File: config.mk
export PLATFORM = sky130hd
export DESIGN_NAME = regfile_write_arbiter
export DESIGN_NICKNAME = d
export VERILOG_FILES = /design/src/rtl/regfile_pkg.sv /design/src/rtl/wr_holding_buf.sv /design/src/rtl/regfile_write_arbiter.sv
export SDC_FILE = /design/constraint.sdc
export NUM_CORES = 1
export LEC_CHECK = 0
export CORE_ASPECT_RATIO = 0.6
export CORE_UTILIZATION = 42
export CTS_CLUSTER_SIZE = 24
export DETAILED_ROUTE_END_ITERATION = 10
export HOLD_SLACK_MARGIN = 0.08
export PLACE_DENSITY = 0.75
export SYNTH_ARGS = -nofsm -noshare
export SYNTH_HDL_FRONTEND = slang
export SYNTH_SLANG_ARGS = --single-unit
File: constraint.sdc
create_clock -name clk -period 1.75 [get_ports clk]
set_input_delay 0.175 -clock clk [delete_from_list [all_inputs] [get_ports clk]]
set_output_delay 0.175 -clock clk [all_outputs]
set_load 0.005 [all_outputs]
File: src/rtl/regfile_pkg.sv
// Shared constants and the write-request record for the register-file
// write arbiter and its holding buffers.
package regfile_pkg;

    localparam int RF_WIDTH    = 4;
    localparam int RF_AW       = 3;
    localparam int RF_DEPTH    = 1 << RF_AW;
    localparam int RF_ZERO_REG = 0;

    // One register-file write as handed over by a requester.
    typedef struct packed {
        logic [RF_AW-1:0]    addr;
        logic [RF_WIDTH-1:0] data;
    } wr_req_t;

endpackage

File: src/rtl/wr_holding_buf.sv
// One-entry holding buffer for a writeback requester. Accepts a write when
// empty or when its current entry is being retired on the same edge.
module wr_holding_buf
    import regfile_pkg::*;
#(
    parameter int WIDTH = RF_WIDTH,
    parameter int AW    = RF_AW
) (
    input  logic             clk,
    input  logic             rst,
    input  logic             i_load,
    input  logic             i_retire,
    input  logic [AW-1:0]    i_addr,
    input  logic [WIDTH-1:0] i_data,
    output logic             o_valid,
    output logic             o_ready,
    output logic [AW-1:0]    o_addr,
    output logic [WIDTH-1:0] o_data
);

    logic             r_valid;
    logic [AW-1:0]    r_addr;
    logic [WIDTH-1:0] r_data;

    // Occupancy flag: a load wins over a retire so retire+refill keeps it set.
    always_ff @(posedge clk) begin
        // NOTE: sequential state uses non-blocking assignments so every
        // register samples pre-edge values regardless of block ordering.
        if (rst) begin
            r_valid <= 1'b0;
        end else if (i_load) begin
            r_valid <= 1'b1;
        end else if (i_retire) begin
            r_valid <= 1'b0;
        end
    end

    // Payload capture on handshake.
    always_ff @(posedge clk) begin
        // NOTE: the payload is deliberately left out of reset; it is only
        // observed while r_valid is set, so resetting it buys nothing.
        if (i_load) begin
            r_addr <= i_addr;
            r_data <= i_data;
        end
    end

    assign o_valid = r_valid;
    assign o_ready = !r_valid || i_retire;
    assign o_addr  = r_addr;
    assign o_data  = r_data;

endmodule

File: src/rtl/regfile_write_arbiter.sv
// Shares the single register-file write port between two writeback
// requesters. Each port feeds a one-entry holding buffer; one buffered write
// is retired per cycle onto registered rf_* outputs. Writes to register 0
// are retired without a write strobe and counted in drop_cnt.
// Build option: define WRARB_FIXED_PRIO_EN to make port 0 always win
// contention instead of round-robin.
module regfile_write_arbiter
    import regfile_pkg::*;
#(
    parameter int WIDTH = RF_WIDTH,
    parameter int AW    = RF_AW
) (
    input  logic                 clk,
    input  logic                 rst,
    input  logic                 req0_valid,
    input  logic [AW-1:0]        req0_addr,
    input  logic [WIDTH-1:0]     req0_data,
    output logic                 req0_ready,
    input  logic                 req1_valid,
    input  logic [AW-1:0]        req1_addr,
    input  logic [WIDTH-1:0]     req1_data,
    output logic                 req1_ready,
    output logic                 rf_we,
    output logic [AW-1:0]        rf_waddr,
    output logic [WIDTH-1:0]     rf_wdata,
    output logic [(1<<AW)-1:0]   pend_mask,
    output logic [7:0]           drop_cnt
);

    localparam int DEPTH = 1 << AW;

    logic             w_v0, w_v1;
    logic [AW-1:0]    w_addr0, w_addr1;
    logic [WIDTH-1:0] w_data0, w_data1;
    logic             w_grant0, w_grant1;
    logic             w_any_grant;
    logic [AW-1:0]    w_win_addr;
    logic [WIDTH-1:0] w_win_data;
    logic [DEPTH-1:0] w_pend;

    logic             r_we;
    logic [AW-1:0]    r_waddr;
    logic [WIDTH-1:0] r_wdata;
    logic [7:0]       r_drop_cnt;

    wr_holding_buf #(.WIDTH(WIDTH), .AW(AW)) u_buf0 (
        .clk      (clk),
        .rst      (rst),
        .i_load   (req0_valid && req0_ready),
        .i_retire (w_grant0),
        .i_addr   (req0_addr),
        .i_data   (req0_data),
        .o_valid  (w_v0),
        .o_ready  (req0_ready),
        .o_addr   (w_addr0),
        .o_data   (w_data0)
    );

    wr_holding_buf #(.WIDTH(WIDTH), .AW(AW)) u_buf1 (
        .clk      (clk),
        .rst      (rst),
        .i_load   (req1_valid && req1_ready),
        .i_retire (w_grant1),
        .i_addr   (req1_addr),
        .i_data   (req1_data),
        .o_valid  (w_v1),
        .o_ready  (req1_ready),
        .o_addr   (w_addr1),
        .o_data   (w_data1)
    );

`ifdef WRARB_FIXED_PRIO_EN
    // Fixed priority: port 0 always wins contention.
    assign w_grant0 = w_v0;
    assign w_grant1 = w_v1 && !w_v0;
`else
    logic r_rr_last;

    // Round-robin: under contention the port that did not win last goes.
    assign w_grant0 = w_v0 && (!w_v1 || r_rr_last);
    assign w_grant1 = w_v1 && (!w_v0 || !r_rr_last);

    // Remember the most recent winner; reset favours port 0 first.
    always_ff @(posedge clk) begin
        if (rst) begin
            r_rr_last <= 1'b1;
        end else if (w_grant0 || w_grant1) begin
            r_rr_last <= w_grant1;
        end
    end
`endif

    assign w_any_grant = w_grant0 || w_grant1;
    assign w_win_addr  = w_grant1 ? w_addr1 : w_addr0;
    assign w_win_data  = w_grant1 ? w_data1 : w_data0;

    // Register the winning write; register-0 writes are retired but dropped.
    always_ff @(posedge clk) begin
        if (rst) begin
            r_we       <= 1'b0;
            r_waddr    <= '0;
            r_wdata    <= '0;
            r_drop_cnt <= '0;
        end else if (w_any_grant && (w_win_addr != AW'(RF_ZERO_REG))) begin
            r_we    <= 1'b1;
            r_waddr <= w_win_addr;
            r_wdata <= w_win_data;
        end else begin
            r_we <= 1'b0;
            if (w_any_grant && r_drop_cnt != 8'hFF) begin
                r_drop_cnt <= r_drop_cnt + 8'd1;
            end
        end
    end

    // Pending-address mask from buffered writes; register 0 never pends.
    always_comb begin
        // NOTE: default first so every path assigns w_pend and no latch forms.
        w_pend = '0;
        if (w_v0) w_pend[w_addr0] = 1'b1;
        if (w_v1) w_pend[w_addr1] = 1'b1;
        w_pend[RF_ZERO_REG] = 1'b0;
    end

    assign pend_mask = w_pend;
    assign rf_we     = r_we;
    assign rf_waddr  = r_waddr;
    assign rf_wdata  = r_wdata;
    assign drop_cnt  = r_drop_cnt;

endmodule

==> results of run 1 <==
cell type report:
type                       count  area share, %
clock buffer                   5           3.22
sequential                    33           37.5
multi-input combinational     94           29.6
timing repair buffer          57           24.5
tap                           45           2.64
clock inverter                 3           1.93
inverter                       3          0.527
path summary, 6_finish.rpt:
kind                                  startpoint          endpoint  slack (ns)  depth (start not counted)
worst max-delay path            u_buf0.o_addr[2]       drop_cnt[3]        0.05                          5
worst min-delay path                req1_data[1]  u_buf1.o_data[1]        0.44                          1
worst max register to register  u_buf0.o_addr[2]       drop_cnt[3]        0.05                          5
worst min register to register       rf_waddr[1]       rf_waddr[1]        0.48                          1
metal layers:
metal,up-vias,share of wire (%)
met2,43,49
met1,610,44
met5,-,0
met4,0,2.3
li1,620,-
met3,9,5.2
synth_stat cells (3+ instances only):
| cell type | n | area [um^2] |
|---|---|---|
| mux2i_1 | 8 | 80.1 |
| o21ai_0 | 4 | 20.0 |
| a211oi_1 | 4 | 30.0 |
| o22ai_1 | 6 | 37.5 |
| o2bb2ai_1 | 3 | 26.3 |
| dfxtp_1 | 19 | 380 |
| edfxtp_1 | 14 | 420 |
| a21oi_1 | 13 | 65.1 |
| o31ai_1 | 4 | 30.0 |
| inv_1 | 3 | 11.3 |
| nor2_1 | 4 | 15.0 |
| nand2_1 | 7 | 26.3 |
| nor2b_1 | 3 | 18.8 |
| nand4_1 | 3 | 18.8 |
| nor3_1 | 3 | 15.0 |
| buf_6 | 5 | 56.3 |
| nand3_1 | 5 | 25.0 |
| or4_1 | 4 | 30.0 |
| nand2b_1 | 7 | 43.8 |
metrics by stage:
stage               hold slack (ns)  cell area (um^2)  power [mW]  cells  utilization, %
CTS                           0.430              2110        1.82    240            63.2
global placement              0.447              2010        1.11    232            60.1
global route                  0.435              2140        1.88    240            63.9
finish                        0.437              2140        1.81    240            63.9
floorplan                     0.274              1510        1.00    138               -
detailed placement            0.465              2010        1.12    232            60.1
cell families (layout without fill, tap and decap cells):
family | Yosys count | after routing | synth area share [%]
AOI/OAI and AO/OA | 36 | 36 | 15.2
DFF | 33 | 33 | 53.2
adders and majority gates | 1 | 1 | 0.830
other | 1 | 1 | 0.249
and+or+nand+nor | 46 | 46 | 17.4
muxes | 10 | 10 | 6.81
buffers and inverters | 11 | 68 | 6.39
flip-flops by register name, summed over array words and instances (netlist names):
name,flops
u_buf0.o_data,4
u_buf1.o_valid,1
drop_cnt,8
u_buf1.o_data,4
u_buf1.o_addr,3
rf_waddr,3
u_buf0.o_valid,1
rf_we,1
r_rr_last,1
u_buf0.o_addr,3
rf_wdata,4
timing repair:
item / 4_1_cts / 5_1_grt
gates cloned: 0 / 0
hold buffers: 0 / 0
endpoints found under the setup margin: 7 / 3
gates resized for setup: 7 / 5
buffers inserted: 0 / 0
report_power, final:
part           internal [mW]  leakage (nW)  switching, mW
Clock                  0.419        0.0518          0.290
Combinational          0.129         0.446          0.103
Sequential             0.847         0.292         0.0218
==> results by stage, run 1 <==
Global route:
- Global routing consumed, on the met3 layer, 5.85% of the routing resources.
- Entering global routing, the biggest net connects 21 pins.
- The global-route total usage across every layer is 19.5%.
- The global-route layer with the greatest usage is met2.
- The fraction of met2 tracks used by global routing is 31.3%.
- The global-route wire length before repair is 5.61 mm.
- Summed over all layers, the global routing overflow is 0.
- The number of global-route vias before repair is 1,242.
- The initial antenna violation count is 0.
- Global routing consumed, on the met1 layer, 24.0% of the routing resources.

Place:
- The placed wire-length estimate is 2.49 mm.
- Buffers placed on the I/O ports in this run total 42.
- The pre-CTS setup slack is 0.0563 ns.
- Routability-driven placement finished with a final weighted congestion of 0.808.

Timing:
- The aggregate negative setup slack is 0 ns.
- The count of final hold-check violations is 0.
- Setup repair after global routing left no endpoint under its margin.
- The number of max-slew violations in the final report is 0.
- The maximum achievable frequency is 590 MHz.
- The final setup violation count is 0.
- After layout, the worst setup slack is 0.0541 ns.
- Of the available clock period, the critical path in the final layout requires 96.9%.
- Subtracting the final worst setup slack from the clock period gives 1.70 ns.
- Clock skew on the completed layout was measured at 0.00419 ns.

Drt:
- The first detailed-routing pass ran for 4 iterations.
- The total number of vias is 1,282.
- The routed via count divided by cell count is 5.34.
- The post-route antenna net violation count is 0.
- In the final routed layout, each cell accounts on average for 14.5 um.
- The initial DRC count is 107.
- The remaining routing DRC violations is 0.
- The total routed wirelength is 3.47 mm.

Cells and area:
- The number of antenna repair diodes is 0.
- The fraction of layout instances using a drive strength above 1 is 16.9%.
- The storage element area is 801 um^2.
- After filler insertion, the fill cell instance count of the layout stands at 280.
- The number of nets in the finished design is 213.
- In the layout the commonest cells are clkdlybuf4s50_1, dfxtp_1, buf_4, edfxtp_1, a21oi_1.
- The area occupied by multi-input gates is 633 um^2.
- Compared with the post-synthesis result, the final layout area differs by 41.8%.
- The library cell used most frequently in the layout, excluding fill and tap cells, is clkdlybuf4s50_1.

Floorplan:
- The core region is 3340 um^2.
- The width of the die is 79.3 um.
- From bottom edge to top edge, the die measures 48.4 um.
- The initial utilization of the core area, before any placement, comes to 45.1%.
- The floorplan has 16 rows.
- The boundary pin count is 44.
- The floorplan step defined a die boundary enclosing 3840 um^2.

Critical path:
- The cell type group with the largest total delay on the critical path is simple AND/OR/NAND/NOR gates.
- STA puts the critical path data required time at 1.97 ns.
- The capturing element type of the critical path is a flop.
- The number of buffer and inverter stages on the critical path is 1.
- Traced cell by cell, the critical path runs through nor3_2 -> mux2i_1 -> buf_4 -> or4_1 -> a21oi_2.
- In this run the worst path has a maximum fanout of 20.
- The data arrival time of the critical path is 1.91 ns.
- The category of the most critical setup path is reg2reg.
- The slowest stage of the critical path is the or4_1 cell.
- The largest single stage delay on the critical path is 0.53 ns.
- The worst setup path is launched from a flop.

Logic synthesis:
- The number of enable-type register cells in the synthesized netlist is 14.
- After synthesis, flip-flops and latches occupy 53.2% of the total area.
- The count of distinct cell types in the synthesized netlist is 34.
- Of all flip-flops after synthesis, the portion carrying an async set or reset was 0%.
- The post-synthesis instance area is 1510 um^2.
- Counting flops and latches in the post-synthesis netlist gives 33.
- The commonest register cell after synthesis is dfxtp_1.
- A synthesized cell averages 10.9 um^2.
- The yosys synthesis warning count is 0.
- The cell count after synthesis is 138.
- The number of nets in the synthesized netlist is 157.

Clock tree:
- Clock tree synthesis found a total of 33 sinks.
- The clock latency at the later pin of the worst-skew pair is 0.29 ns.
- Counting along the longest clock path gives a buffer depth of 2.
- The H-tree was split into 2 levels.
- Buffers inserted during clock tree synthesis total 5.
- The TritonCTS clock tree is yes.
- The clock edge transition at the registers on the reported setup and hold paths is 0.07 ns.
- The root buffer cell is clkbuf_8.

Power and ir drop:
- In this run the static leakage power is 0.790 nW.
- The power per cell area is 847 nW/um^2.
- IR analysis of the VDD net gives a maximum drop of 587 uV.

Job:
- The count of max-cap constraint violations is 0.

Outcome:
- The run finished with clean final reports.

Hold path:
- The class of the worst hold path is in2reg.
(Power assumes the default switching activity.)
==> run 2: changes to the inputs <==
Settings changed: SYNTH_HIERARCHICAL from default to 1.
==> run 2 against run 1 <==
Compared with the run above: area after synthesis up 3.1%; combinational power increased by 55%; clock power down 18%; highest routed layer unchanged.
==> results by stage, run 2 <==
Logic synthesis:
- The cell accounting for the most synthesized area is edfxtp_1.
- The count of distinct cell types in the synthesized netlist was 40 (+18%).
- The post-synthesis instance area came to 1550 um^2 (+3.1%).
- The share of synthesized flip-flops with an asynchronous set or reset was 0% (unchanged).
- Ranked by instance count, the synthesized netlist is headed by dfxtp_1, edfxtp_1, a21oi_1, mux2i_1, nand2b_1.
- The mean instance size in the synthesized netlist is 11.0 um^2 (+0.88%).
- The cell count after synthesis is 141 (+2.2%).
- The yosys synthesis warning count is 6 (+6).
- The number of synthesized register bits is 33 (unchanged).
- The net count after synthesis is 160 (+1.9%).
- The sequential-to-total area share from yosys stat is 51.6% (-1.6 points).
- The share of the synthesized area in the top cell type came to 27.1% (-0.83 points).
- The most used flip-flop cell after synthesis is dfxtp_1.
- The number of enable-type register cells in the synthesized netlist is 14 (unchanged).
- Yosys attributes the largest share of cell area to edfxtp_1, dfxtp_1, mux2i_1.
- The most repeated cell in the gate-level netlist after synthesis is dfxtp_1.

Hold path:
- The path with the worst hold slack has its endpoint at u_buf1/o_data[0].
- The instance count along the most critical hold path is 1 (unchanged).
- The startpoint of the lowest-slack hold path is req1_data[0].
- The worst hold path belongs to the class in2reg.

Global route:
- The global-route total usage across every layer is 21.5% (+2.0 points).
- The global-route wire length before repair is 6.29 mm (+12%).
- The maximum number of pins on one net before global-route repair was 12 (-43%).
- The number of global-route vias before repair was 1,367 (+10%).
- The total congestion overflow after global routing is 0 (unchanged).
- The initial antenna violation count is 0 (unchanged).

Power and ir drop:
- The net switching component of the power came to 461 uW (+11%).
- The portion of total power attributed to sequential cells is 48.8% (+0.8 points).
- The share of power burned in the clock network is 31.6% (-7.6 points).
- The internal power of the cells was 1.38 mW (-1.1%).
- The power per cell area was 810 nW/um^2 (-4.4%).
- The leakage power total was 0.841 nW (+6.5%).
- The proportion of power drawn by combinational gates is 19.5% (+6.7 points).
- The highest ir drop seen on vdd is 611 uV (+4.0%).
- The switching share of power is 25.0% (+2.1 points).

Drt:
- The total routed wirelength is 3.79 mm (+9.0%).
- The routed via count divided by cell count was 5.43 (+1.7%).
- The post-route antenna net violation count is 0 (unchanged).
- The detailed-route wire length per cell came to 15.2 um (+5.1%).
- The initial DRC count is 34 (-68%).
- The total number of vias was 1,353 (+5.5%).
- The number of optimization iterations in the first detailed-route pass came to 4 (unchanged).
- The remaining routing DRC violations was 0 (unchanged).

Critical path:
- The data arrival time of the critical path is 1.95 ns (+0.04 ns).
- The worst reg2reg path startpoint is u_buf1/o_addr[0].
- The reg-to-reg setup timing slack was 0.01 ns (-0.04 ns).
- The cell family contributing the most delay on the critical path is simple AND/OR/NAND/NOR gates.
- The worst reg-to-reg path cell count came to 6 (+1).
- The startpoint type of the worst setup path is a flop.
- The category of the most critical setup path is reg2reg.
- The cell that appears most often on the critical path is buf_4.
- On the critical path, the stage with the largest delay is an instance of or4_4.
- The critical path goes through buf_4 -> nor3_4 -> mux2i_1 -> buf_4 -> or4_4 -> a21oi_2.
- The worst setup path is captured at a flop.
- The number of buffer and inverter stages on the critical path was 2 (+1).
- The data required time at the worst endpoint was 1.96 ns (about the same).
- The maximum single-stage delay on the critical path was 0.52 ns (about the same).
- In this run the critical register-to-register path is captured at drop_cnt[2].
- The maximum fanout count along the critical path is 8 (-60%).

Floorplan:
- The die span in y is 49.1 um (+1.5%).
- The site row count came to 16 (unchanged).
- The starting density of the core came to 45.9% (+0.84 points).
- The area of the core came to 3380 um^2 (+1.2%).
- The width of the die is 80.5 um (+1.5%).
- The total die area is 3950 um^2 (+3.0%).
- The boundary pin count is 44 (unchanged).

Clock tree:
- The maximum clock path buffer count is 2 (unchanged).
- TritonCTS built the clock tree.
- The total number of H-tree levels is 2 (unchanged).
- The number of clock buffers inserted by TritonCTS was 5 (unchanged).
- The clock edge transition at the registers on the reported setup and hold paths is 0.07 ns (about the same).
- The clock latency at the later pin of the worst-skew pair was 0.28 ns (about the same).
- The count of clock tree sinks is 33 (unchanged).
- The root buffer cell is clkbuf_8.

Outcome:
- The flow ran to the end, and the final reports show no timing, DRC or antenna violations.

Timing:
- The maximum achievable frequency was 576 MHz (-2.3%).
- The final setup slack of the worst path is 0.0141 ns (-0.0400 ns).
- The count of final hold-check violations is 0 (unchanged).
- The aggregate negative setup slack is 0 ns (unchanged).
- At the pin with the least slew margin, the transition time is 0.507 ns.
- Measured against its own limit, the worst slew margin works out to 66.2%.
- The final period utilization is 99.2% (+2.3 points).
- Setup repair after global routing could not meet its margin everywhere.
- The minimum period implied by the final worst setup slack is 1.74 ns (+0.0400 ns).
- The final setup violation count is 0 (unchanged).
- The number of max-slew violations in the final report is 0 (unchanged).
- The final worst clock skew came to 0.00525 ns (+0.00107 ns).

Place:
- The pre-CTS setup slack is 0.0454 ns (-0.0109 ns).
- The global placer's final weighted congestion came to 0.790 (-2.2%).
- The total of buffers placed on input and output ports is 42 (unchanged).
- The placed wire-length estimate is 2.78 mm (+11%).

Cells and area:
- The count of fill cells added during filler insertion is 254 (-9.3%).
- The library cell used most frequently in the layout, excluding fill and tap cells, is clkdlybuf4s50_1.
- The area occupied by multi-input gates came to 737 um^2 (+16%).
- The flip-flop count of the largest register, all copies and words added is 8 (unchanged).
- The storage element area was 806 um^2 (+0.63%).
- The number of nets in the finished design is 222 (+4.2%).
- The synthesis-to-layout area growth is 46.3%.
- The number of antenna repair diodes was 0 (unchanged).
- Leaving out fill and tap cells, the most frequent cells in the layout are clkdlybuf4s50_1, buf_4, dfxtp_1, edfxtp_1.
- The fraction of layout instances using a drive strength above 1 is 22.5% (+5.6 points).

Job:
- The count of max-cap constraint violations came to 0 (unchanged).
run 2: cell types whose count changed in the layout (fill, tap and decap cells not counted), moves of 3 or more:
cell,previous run,this run
a21oi_1,12,9
buf_4,15,19
nor3_4,0,3
o31ai_1,4,1
or4_1,4,0
run 2: worst max-delay path by stage:
| stage | from | end | slack [ns] | depth (start not counted) |
|---|---|---|---|---|
| after floorplan | u_buf1/o_valid | drop_cnt[4] | 0.006 | 7 |
| after global placement | u_buf0/o_valid | pend_mask[1] | 0.12 | 4 |
| after detailed placement | u_buf1/o_addr[2] | drop_cnt[2] | 0.05 | 5 |
| after CTS | u_buf1/o_addr[0] | drop_cnt[2] | 0.006 | 6 |
| after global routing | u_buf1/o_addr[0] | drop_cnt[2] | -0.06 | 6 |
| final | u_buf1/o_addr[0] | drop_cnt[2] | 0.01 | 6 |
run 2: metal layers:
metal,up-vias,track usage (%),share of wire (%)
met5,-,0,0
met4,0,9.23,2.8
met3,13,5.23,4.7
met2,46,36.7,49
met1,648,25.7,44
li1,646,-,-
run 2: repair_timing:
| action | 4_1_cts | 5_1_grt |
|---|---|---|
| endpoints found under the setup margin | 9 | 8 |
| setup buffers | 7 | 2 |
| hold buffers | 0 | 0 |
| resized for setup | 17 | 8 |
| pin swaps | 1 | 2 |
run 2: cells by family (layout without fill, tap and decap cells):
logic type / count (synthesis) / in the layout / share of synthesized area [%]
other: 1 / 1 / 0.242
AO/OA/AOI/OAI: 33 / 33 / 15.2
flip-flops: 33 / 33 / 51.6
adder cells (fa/ha/maj): 1 / 1 / 0.806
multiplexers: 12 / 12 / 7.98
AND/OR/NAND/NOR: 50 / 50 / 19.6
buffers and inverters: 11 / 74 / 4.67
run 2: layout make-up:
cell class              instances  area share [%]
flip-flops and latches         33            35.5
multi-input cells              97            32.4
repair buffers                 62            25.0
clock buffers                   8            3.96
well taps                      45            2.48
inverters                       4           0.661
run 2: worst reg2reg max path, delay by kind of cell (launching register included):
family,cells,cell delay (ns)
AND/OR/NAND/NOR,2,0.70
flip-flops,1,0.40
buffers and inverters,2,0.34
AO/OA/AOI/OAI,1,0.12
multiplexers,1,0.10
run 2: power by group through the flow:
stage / Sequential [mW] / Combinational (mW) / Clock [mW]
global placement: 0.911 / 0.314 / 0
floorplan: 0.914 / 0.167 / 0
CTS: 0.896 / 0.346 / 0.592
global route: 0.904 / 0.387 / 0.631
finish: 0.898 / 0.359 / 0.582
detailed placement: 0.914 / 0.324 / 0
run 2: stage by stage:
step / power [mW] / hold WS [ns] / area, um^2 / instances / utilization, %
floorplan: 1.08 / 0.237 / 1560 / 141 / -
global placement: 1.22 / 0.446 / 2060 / 232 / 60.9
detailed placement: 1.24 / 0.457 / 2060 / 232 / 60.9
CTS: 1.83 / 0.435 / 2230 / 247 / 65.8
global route: 1.92 / 0.430 / 2270 / 249 / 67.2
finish: 1.84 / 0.441 / 2270 / 249 / 67.2
==> run 3: changes to the inputs <==
Settings changed: ABC_AREA from default to 1, CORE_UTILIZATION 42 to 43, PLACE_DENSITY 0.75 to 0.82.
==> run 3 against run 2 <==
Compared with the run above: fmax up 0.97%; critical path depth decreased by 2; critical endpoint is now pend_mask[6]; largest power group unchanged; first-iteration DRC count grew to 3.1 times the previous value; combinational power grew 8.9%; critical path type is now reg2out.
==> results by stage, run 3 <==
Outcome:
- The flow ran to the end, and the final reports show no timing, DRC or antenna violations.

Power and ir drop:
- The final total power came to 1.94 mW (+5.6%).
- The highest ir drop seen on vdd was 590 uV (-3.4%).
- The leakage power total is 0.996 nW (+18%).
- The power per cell area came to 851 nW/um^2 (+5.0%).

Timing:
- The final worst clock skew is 0.00714 ns (+0.00189 ns).
- The number of max-slew violations in the final report is 0 (unchanged).
- The final setup slack of the worst path was 0.0307 ns (+0.0166 ns).
- The final setup violation count is 0 (unchanged).
- The minimum period implied by the final worst setup slack is 1.72 ns (-0.0166 ns).
- The maximum achievable frequency is 582 MHz (+0.97%).
- The count of final hold-check violations is 0 (unchanged).
- The final period utilization is 98.2% (-0.95 points).

Logic synthesis:
- Counting instances in the post-synthesis netlist gives the leading cell types as nand2_1, inv_1, dfxtp_1, edfxtp_1.
- The count of distinct cell types in the synthesized netlist is 27 (-33%).
- The post-synthesis instance area came to 1600 um^2 (+2.9%).
- The cell count after synthesis is 190 (+35%).
- The net count after synthesis came to 209 (+31%).
- The share of synthesized flip-flops with an asynchronous set or reset came to 0% (unchanged).
- The number of synthesized register bits is 33 (unchanged).
- The share of the synthesized area in the top cell type is 26.3% (-0.76 points).
- The synthesized design spends more area on one cell type than any other, namely edfxtp_1.
- Among all cell types in the netlist, the one instantiated most often is nand2_1.
- The sequential-to-total area share from yosys stat came to 50.1% (-1.5 points).
- The mean instance size in the synthesized netlist came to 8.41 um^2 (-24%).
- The commonest register cell after synthesis is dfxtp_1.
- The yosys synthesis warning count is 6 (unchanged).
- The number of enable-type register cells in the synthesized netlist came to 14 (unchanged).
- By area the synthesized netlist is led by edfxtp_1, dfxtp_1, nand2_1.

Cells and area:
- The library cells used most frequently in the layout, excluding fill and tap cells, are nand2_1, clkdlybuf4s50_1, inv_1, dfxtp_1, edfxtp_1.
- The number of nets in the finished design is 266 (+20%).
- The flip-flop count of the largest register, all copies and words added is 8 (unchanged).
- The storage element area was 808 um^2 (+0.31%).
- The area occupied by multi-input gates is 728 um^2 (-1.2%).
- The fraction of layout instances using a drive strength above 1 is 17.7% (-4.8 points).
- The count of fill cells added during filler insertion is 275 (+8.3%).
- The post-layout utilization of the core is 67.1% (about the same).
- The most common library cell in the layout ignoring fill and taps is nand2_1.
- The number of antenna repair diodes is 0 (unchanged).
- Relative to the synthesized area, the layout overhead comes to 43.0%.

Floorplan:
- The starting density of the core is 46.9% (+1.1 points).
- The total die area is 3970 um^2 (+0.48%).
- The area of the core is 3400 um^2 (+0.59%).
- The boundary pin count is 44 (unchanged).
- The site row count is 16 (unchanged).
- The die span in y was 49.2 um (+0.23%).
- The width of the die was 80.7 um (+0.25%).

Critical path:
- The maximum fanout count along the critical path was 3 (-5).
- STA classifies the critical path endpoint as an output port.
- The data arrival time of the critical path came to 1.54 ns (-0.41 ns).
- The worst setup path is of the reg2out kind.
- The data required time at the worst endpoint came to 1.57 ns (-0.39 ns).
- The startpoint type of the worst setup path is a flop.

Clock tree:
- The total number of H-tree levels came to 2 (unchanged).
- The root buffer cell is clkbuf_8.
- The clock latency at the later pin of the worst-skew pair came to 0.28 ns (about the same).
- The maximum clock path buffer count is 2 (unchanged).
- The clock edge transition at the registers on the reported setup and hold paths came to 0.07 ns (about the same).
- The number of clock buffers inserted by TritonCTS came to 5 (unchanged).
- TritonCTS built the clock tree.
- The hold buffer count at cts is 0 (unchanged).
- The count of clock tree sinks is 33 (unchanged).

Drt:
- The post-route antenna net violation count is 0 (unchanged).
- The initial DRC count came to 104 (+210%).
- The routed via count divided by cell count came to 5.08 (-6.6%).
- The number of optimization iterations in the first detailed-route pass is 4 (unchanged).
- The total routed wirelength is 4.00 mm (+5.7%).
- The total number of vias is 1,487 (+9.9%).
- The remaining routing DRC violations came to 0 (unchanged).
- The detailed-route wire length per cell came to 13.7 um (-10%).

Place:
- The pre-CTS setup slack is 0.148 ns (+0.103 ns).
- The total of buffers placed on input and output ports is 42 (unchanged).
- The global placer's final weighted congestion is 0.809 (+2.4%).
- The placed wire-length estimate is 2.79 mm (+0.42%).

Global route:
- The global-route total usage across every layer is 21.7% (+0.18 points).
- The met3 capacity usage during global routing came to 6.54% (+1.3 points).
- The total congestion overflow after global routing is 0 (unchanged).
- The met1 usage is 28.4% (+2.7 points).
- The maximum number of pins on one net before global-route repair is 12 (unchanged).
- The global-route layer with the greatest usage is met2.
- The fraction of met2 tracks used by global routing came to 33.5% (-3.2 points).
- The initial antenna violation count is 0 (unchanged).
- The global-route wire length before repair is 6.33 mm (+0.78%).
- The number of global-route vias before repair is 1,345 (-1.6%).

Hold path:
- The class of the worst hold path is in2reg.

Job:
- The count of max-cap constraint violations is 0 (unchanged).
run 3: worst max-delay path: stages, from the launching register on:
cell           delay (ns)
edfxtp_1             0.43
buf_4                0.17
buf_4                0.13
o32ai_2              0.27
dlygate4sd2_1        0.26
run 3: per-layer routing:
metal  up-vias  wire, um
met5         -         0
met4         0        68
met3         6       230
met2        52      1890
met1       688      1810
li1        741         -
run 3: final cells by class:
cell class                      instances  share of cell area [%]
Timing Repair Buffer                   53                    22.2
Tap cell                               45                    2.46
Clock inverter                          1                   0.219
Inverter                               21                    3.56
Sequential cell                        33                    35.4
Multi-Input combinational cell        133                    31.9
Clock buffer                            7                    4.27
run 3: through the flow:
| step | TNS, ns | instance area, um^2 | instances | hold slack [ns] |
|---|---|---|---|---|
| detailed placement | 0 | 2100 | 280 | 0.457 |
| finish | 0 | 2280 | 293 | 0.442 |
| global placement | 0 | 2100 | 280 | 0.457 |
| global route | -0.00226 | 2280 | 293 | 0.431 |
| floorplan | 0 | 1600 | 190 | 0.237 |
| CTS | 0 | 2240 | 290 | 0.437 |
run 3: repair_timing:
| item | 4_1_cts | 5_1_grt |
|---|---|---|
| buffers inserted | 2 | 3 |
| resized for setup | 14 | 8 |
| hold endpoints to repair | 0 | 0 |
| setup endpoints to repair | 9 | 5 |
run 3: kinds of logic (layout without fill, tap and decap cells):
kind of cell	count (synthesis)	in the layout	share of synthesized area, %
flops	33	33	50.1
compound gates	28	28	10.7
buf+inv	24	82	6.11
simple gates	100	100	30.5
fa+ha+maj	1	1	0.783
other cells	1	1	0.235
xor+xnor	3	3	1.64
run 3: power by group:
part	internal, mW	leakage, nW	switching [mW]
clock network	0.365	0.0534	0.286
registers	0.862	0.291	0.0389
logic	0.182	0.651	0.209
run 3: final timing paths:
kind                         start  slack [ns]                to  cells past startpoint
setup / recovery  u_buf0/o_addr[0]        0.03      pend_mask[6]                      4
hold / removal        req1_addr[2]        0.44  u_buf1/o_addr[2]                      1
setup reg to reg    u_buf0/o_valid        0.19       rf_waddr[0]                     10
hold reg to reg        rf_waddr[1]        0.46       rf_waddr[1]                      2
